`config.mk`:
```
export PLATFORM = sky130hd
export DESIGN_NAME = instr_loader
export DESIGN_NICKNAME = d
export VERILOG_FILES = /design/src/rtl/mips_pkg.sv /design/src/rtl/byte_packer.sv /design/src/rtl/instr_loader.sv
export SDC_FILE = /design/constraint.sdc
export NUM_CORES = 1
export LEC_CHECK = 0
export CAP_MARGIN = 15
export CORE_ASPECT_RATIO = 1.2
export CORE_MARGIN = 3
export CORE_UTILIZATION = 53
export CTS_CLUSTER_SIZE = 12
export DETAILED_ROUTE_END_ITERATION = 6
export PLACE_DENSITY = 0.82
export SKIP_LAST_GASP = 1
export SYNTH_ARGS = -nofsm -noshare
export SYNTH_HDL_FRONTEND = slang
export SYNTH_SLANG_ARGS = --single-unit
```
`constraint.sdc`:
```
create_clock -name i_clock -period 2.7 [get_ports i_clock]
set_input_delay 0.54 -clock i_clock [delete_from_list [all_inputs] [get_ports i_clock]]
set_output_delay 0.54 -clock i_clock [all_outputs]
set_load 0.02 [all_outputs]
```
`src/rtl/mips_pkg.sv`:
```
// mips_pkg: shared loader state encoding and instruction-format constants
package mips_pkg;
  localparam int INSTR_BYTES = 4;
  localparam logic [31:0] HALT_WORD_DEFAULT = 32'hFFFF_FFFF;
  typedef enum logic [1:0] {
    IDLE  = 2'd0,
    RECV  = 2'd1,
    DONE  = 2'd2,
    ERROR = 2'd3
  } loader_state_t;
endpackage

```
`src/rtl/byte_packer.sv`:
```
// byte_packer: big-endian packing of a byte stream into words, completion flagged with the 4th byte
module byte_packer
  import mips_pkg::*;
(
  input  logic                     i_clock,
  input  logic                     i_reset,
  input  logic                     clear,
  input  logic                     accept,
  input  logic [7:0]               data,
  output logic [8*INSTR_BYTES-1:0] word,
  output logic                     word_valid
);
  logic [1:0]                     cnt;
  logic [8*(INSTR_BYTES-1)-1:0]   sr;
  // The 4th byte is merged combinationally so the word can be registered on the edge that accepts it
  assign word       = {sr, data};
  assign word_valid = accept && cnt == 2'd3;
  always_ff @(posedge i_clock or negedge i_reset) begin
    if (!i_reset) begin
      cnt <= 2'd0;
      sr  <= '0;
    end else if (clear) begin
      cnt <= 2'd0;
    end else if (accept) begin
      cnt <= cnt + 2'd1;
      sr  <= {sr[8*(INSTR_BYTES-2)-1:0], data};
    end
  end
endmodule

```
`src/rtl/instr_loader.sv`:
```
// instr_loader: loads instruction memory from a serial byte stream until HALT or overflow
module instr_loader
  import mips_pkg::*;
#(
  parameter int                    DATA_WIDTH = 32,
  parameter int                    MEM_DEPTH  = 64,
  parameter logic [DATA_WIDTH-1:0] HALT_WORD  = HALT_WORD_DEFAULT
) (
  input  logic                           i_clock,
  input  logic                           i_reset,
  input  logic                           i_start,
  input  logic [7:0]                     i_rx_data,
  input  logic                           i_rx_valid,
  output logic [DATA_WIDTH-1:0]          o_instruccion,
  output logic [DATA_WIDTH-1:0]          o_address,
  output logic                           o_loading,
  output logic                           o_busy,
  output logic                           o_done,
  output logic                           o_error,
  output logic [$clog2(MEM_DEPTH+1)-1:0] o_word_count
);
  localparam int CW = $clog2(MEM_DEPTH+1);
  loader_state_t         state, next;
  logic                  start, accept, word_valid, full, write;
  logic [DATA_WIDTH-1:0] word, addr;
  assign start  = i_start && state != RECV;
  assign accept = i_rx_valid && state == RECV;
  assign full   = o_word_count == CW'(MEM_DEPTH);
  assign write  = word_valid && !full;
  byte_packer u_packer (
    .i_clock   (i_clock),
    .i_reset   (i_reset),
    .clear     (start),
    .accept    (accept),
    .data      (i_rx_data),
    .word      (word),
    .word_valid(word_valid)
  );
  always_comb begin
    next = state;
    if (start) next = RECV;
    else if (word_valid) next = full ? ERROR : (word == HALT_WORD ? DONE : RECV);
  end
  always_ff @(posedge i_clock or negedge i_reset) begin
    if (!i_reset) state <= IDLE;
    else state <= next;
  end
  // Count and address advance while the strobe is out, so the strobe carries the pre-increment address
  always_ff @(posedge i_clock or negedge i_reset) begin
    if (!i_reset) begin
      o_loading     <= 1'b0;
      o_instruccion <= '0;
      o_address     <= '0;
      o_busy        <= 1'b0;
      o_done        <= 1'b0;
      o_error       <= 1'b0;
      o_word_count  <= '0;
      addr          <= '0;
    end else begin
      o_loading <= write;
      o_busy    <= next == RECV;
      o_done    <= next == DONE;
      o_error   <= next == ERROR;
      if (write) begin
        o_instruccion <= word;
        o_address     <= addr;
      end
      if (start) begin
        addr         <= '0;
        o_word_count <= '0;
      end else if (o_loading) begin
        addr         <= addr + DATA_WIDTH'(INSTR_BYTES);
        o_word_count <= o_word_count + CW'(1);
      end
    end
  end
endmodule

```
# ---- Yosys cells after proc, flatten, opt, wreduce, memory -nomap -nowiden
# Cells that the tools add are included.
dict set report word_totals {
  word_cells 41
  in_bits 12
  output_inout_bits 75
  register_bits 135
}
dict set report op_classes {
  muxes 10
  n_reduce_logical 8
  n_eq_ne 8
  add_sub_neg 3
  bitwise 1
}
# cell n
set op_table {}
lappend op_table {{2-to-1 mux 32 bit} 2}
lappend op_table {{adder 32 x 3 -> 32 bit, second input constant} 1}
lappend op_table {{== test 32 bit, second input constant} 1}
lappend op_table {{2-to-1 mux 7 bit} 2}
lappend op_table {{2-to-1 mux 2 bit} 6}
lappend op_table {{adder 7 x 1 -> 7 bit, second input constant} 1}
lappend op_table {{== test 7 bit, second input constant} 1}
lappend op_table {{== test 2 bit, second input constant} 3}
lappend op_table {{== test 2 x 1 -> 1 bit, second input constant} 2}
lappend op_table {{logical AND 1 bit} 4}
lappend op_table {{nonzero test 2 bit} 2}
lappend op_table {{adder 2 x 1 -> 2 bit, second input constant} 1}
lappend op_table {{!= test 2 x 1 -> 1 bit, second input constant} 1}
lappend op_table {{AND reduction 2 bit} 1}
lappend op_table {{logical NOT 1 bit} 1}
lappend op_table {{inverter 1 bit} 1}

# ---- Logic depth before layout (Yosys ltp)
dict set report logic_depth {
  depth_word 6
  depth_mapped 7
  ltp_nobuf 7
}

# ---- By module
# From an unflattened synthesis, not the netlist that was laid out.
dict set report hier_totals {
  hier_cells 438
  hier_area_um2 5696.7
}
# mod area_each_um2 cells_per_inst n_inst seq_area_each_um2
set by_module_without_submodules {}
lappend by_module_without_submodules {instr_loader 4529.3 370 1 2627.5}
lappend by_module_without_submodules {byte_packer 1167.4 68 1 650.6}

# ---- Worst setup path after synthesis
# Ideal clock, no wire load.
dict set report synth_path {
  path_kind {flip-flop to flip-flop}
  from {reg o_word_count[3]}
  to {reg o_address[10]}
  path_stages_with_launch 6
  setup_time_ns 0.125
  required_ns 2.575
  synth_period_minus_slack_ns 1.978
  arrival_time_ns 1.853
  slack_ns 0.722
  path_buffers 1
  cell_sequence {dfrtp_1 -> nor4_1 -> nand3_1 -> nand3_1 -> clkbuf_1 -> mux2_2}
}
dict set report synth_between {
  elab_chain_cells 3
}
# item line
set synth_lines {}
lappend synth_lines {{start, declared} instr_loader.sv:20} ;# output logic [$clog2(MEM_DEPTH+1)-1:0] o_word_count
lappend synth_lines {{start signal, assigned} instr_loader.sv:73} ;# o_word_count <= o_word_count + CW'(1);
lappend synth_lines {{== test 7 bit} instr_loader.sv:28} ;# assign full = o_word_count == CW'(MEM_DEPTH);
lappend synth_lines {{logical NOT 1 bit} instr_loader.sv:29} ;# assign write = word_valid && !full;
lappend synth_lines {{logical AND 1 bit} instr_loader.sv:29}
lappend synth_lines {{end signal, assigned} instr_loader.sv:66} ;# o_address <= addr;
lappend synth_lines {{end, declared} instr_loader.sv:15} ;# output logic [DATA_WIDTH-1:0] o_address,
# No other way between the ends.
# A chain may end at the register's enable or synchronous reset.

# ---- Worst setup path after layout
dict set report layout_path {
  from {reg addr[2]}
  to {reg addr[22]}
}
dict set report layout_between {
  elab_chain_cells 3
}
# item line
set layout_lines {}
lappend layout_lines {{start, declared} instr_loader.sv:25} ;# logic [DATA_WIDTH-1:0] word, addr;
lappend layout_lines {{start signal, assigned} instr_loader.sv:72} ;# addr <= addr + DATA_WIDTH'(INSTR_BYTES);
lappend layout_lines {{adder 32 x 3 -> 32 bit} instr_loader.sv:72}
lappend layout_lines {{2-to-1 mux 32 bit} instr_loader.sv:71} ;# end else if (o_loading) begin
lappend layout_lines {{2-to-1 mux 32 bit} instr_loader.sv:68} ;# if (start) begin
# No other way between the ends. The select of a mux whose other input is x is not followed.

==> impl_results.md <==
- Status: completed
- Clock latency on the worst-skew pair: ~0.42 ns
- Top post-synthesis cells by area: dfrtp_1 60%, mux2_2 13%, nand2_1 6.5%
- Synthesized area: 0.00547 mm²
- Static Leakage: 0.00318 µW
- Power per cell area: a little over 1000 mW/mm²
- WS Path Type: reg2reg
- VDD IR max: 719 µV
- Post-Synthesis Cells: 474
- Share of post-route cells with drive strength above 1: just under 20%
- Setup TNS: 0 ns
- Die X: between 90 and 100 µm
- CTS tree: done
- Worst setup margin: roughly 0.4 ns
- Post-route DRC: 0
- # nets final: about 580
- Dpl ws: 0.165 ns
- Critical path peak fanout: 14
- First-pass GRT wire length: 20.0 mm
- Total GRT Usage: 21.9%
- Die area: approximately 0.012 mm²
- Iter 0 DRT Violations: ~160
- Vias in the first global route: 4,050
- PortBufs: 84
- CP Capture Type: register
- Core region area: 0.0101 mm²
- Fill cells: 673
- Hold Path Class: in2async
- Synth warn: 0
- Antenna cells: 0
- Htree depth: 4
- Worst path required time: roughly 3.0 ns
- Final Setup Violations: 0
- Die height: 117 µm
- Relative slew slack: 62.6%
- Area growth syn-to-layout: 29.4%
- Initial antenna violation count: 0
- FMAX: about 430 MHz
- Final worst-path cycle share: between 80 and 90%
- Standard-cell rows: 40
- Hold_buf cts: 0
- Number of flops mapped to enable cells by yosys: 0
- Skew final: about 0.006 ns
- Top FF cell, synth: dfrtp_1
- Register area share after synthesis: about three fifths
- Crit path time final: ~2.3 ns
- Post-DP HPWL: 7.86 mm
- Syn Area/Cell: 11.5 µm²
- Worst slew pin tran: 0.561 ns
- Via count: 3,940
- Total CTS buffers: 17
- Antenna Nets Post-Route: 0
- Synth unique cells: 40
- Flop and latch count out of synthesis: 131
- Largest net degree at the start of global routing: 51
- Share of the synthesized area in the top cell type: 60.0%
- Pre-Repair DR Iteration Count: 4
- Worst setup SP type: register
- R2R Setup Slk: 0.40 ns
- Unrepaired setup endpoints after global routing: no
- Initial Util: 54.3%
- Critical Path AT: 2.63 ns
- Ys async rst share: 100%
- Clock sinks: 131
- Longest Clk Path Bufs: 2
- Drt via density: 5.59
- Setup repair bufs after CTS: 0
- Drt total wl: 12.0 mm
- Clock Pin Slew Worst Setup and Hold Paths: roughly 0.060 ns
- GR Overflow Total: 0
- Final hold violation count: 0
- Root Driver: clkbuf_16
- Count leader, synth: dfrtp_1
- Top post-synthesis cells by count: 131 x dfrtp_1, 95 x nand2_1, 62 x mux2_2
- Max Cap Viol: 0
- Multi-input gate area: 0.00207 mm²
- Cell taking the most area after synthesis: dfrtp_1
- FF/Latch Area: 0.00328 mm²
- Top Ports: 87
- Slew Limit Fails: 0
- Cts repair resizes: 0
- Wirelength per Cell: 17.0 µm
- Final Wtd Congestion: 0.830
==> critical path, stage by stage, from the launching register on <==
cell and delay [ns]:
dfrtp_1 0.46, ha_1 0.26, nand2_1 0.18, or4_4 0.61
or4_1 0.54, a21oi_1 0.17
==> worst paths after layout <==
check	from	to	depth (start not counted)
setup / recovery	addr[2]	addr[22]	5
hold / removal	i_reset	o_address[23]	1
setup reg to reg	addr[2]	addr[22]	5
hold reg to reg	o_address[22]	o_address[22]	1
max in group asynchronous	i_reset	o_address[13]	2
min in group i_clock	o_address[22]	o_address[22]	1
==> registers in the layout, summed over array words and instances (netlist names), 2 cells and up <==
register / flops
addr: 30
u_packer.cnt: 2
u_packer.sr: 24
state: 2
o_address: 30
o_word_count: 7
o_instruccion: 32
==> kinds of logic (layout without fill, tap and decap cells) <==
logic type                 count (synthesis)  count (layout)  share of synthesized area [%]
xor gates and xnor gates                  18              18                           2.88
adders and majority gates                  4               4                          0.916
and+or+nand+nor                          186             186                           16.2
AOI/OAI and AO/OA                         40              40                           4.30
muxes                                     65              65                           13.3
buffers and inverters                     29             133                           2.29
other                                      1               2                         0.0686
DFF                                      131             131                           60.0
==> final cells by class <==
cell class / count / share of cell area [%]
clock buffer: 19 / 6.41
multi-input combinational: 315 / 29.3
timing repair buffer: 94 / 13.4
inverter: 7 / 0.372
sequential: 131 / 46.4
clock inverter: 13 / 1.89
tap: 126 / 2.23
==> stage by stage <==
| step | instance area [µm²] | hold slack, ns | power (µW) | cells | utilization [%] |
|---|---|---|---|---|---|
| after floorplan | 5470 | 0.244 | 3860 | 475 | - |
| after global placement | 6480 | 0.485 | 4800 | 673 | 64.5 |
| after detailed placement | 6480 | 0.493 | 4890 | 673 | 64.5 |
| after CTS | 7070 | 0.129 | 7180 | 705 | 70.3 |
| after global routing | 7070 | 0.153 | 7460 | 705 | 70.3 |
| final | 7070 | 0.120 | 7140 | 705 | 70.3 |
==> power breakdown <==
part | leakage, µW | internal (µW) | switching (µW) | total (µW)
Clock | 0.000285 | 1400 | 845 | 2250
Combinational | 0.00123 | 1030 | 1040 | 2060
Sequential | 0.00166 | 2430 | 391 | 2820
==> routing by layer <==
layer	wire, µm	vias up	share of wire, %	global-route usage (%)
li1	-	1825	-	-
met1	5000	1968	42	26.2
met2	6110	120	51	37.3
met3	609	27	5.1	6.76
met4	255	0	2.1	8.74
met5	0	-	0	0
==> placed cells by master (no fill, tap or decap), drive strengths merged, types with 3 or more instances in the layout <==
cell type	n
or4	8
xor2	7
inv	8
a21oi	18
nand3	12
nand2	95
mux2	62
nand4	14
clkdlybuf4s50	83
clkbuf	19
xnor2	11
o31ai	6
buf	11
clkinvlp	3
mux2i	3
nor2	24
dfrtp	131
clkinv	7
o21ai	11
ha	4
or3	8
nor4	10
(Power assumes the default switching activity.)
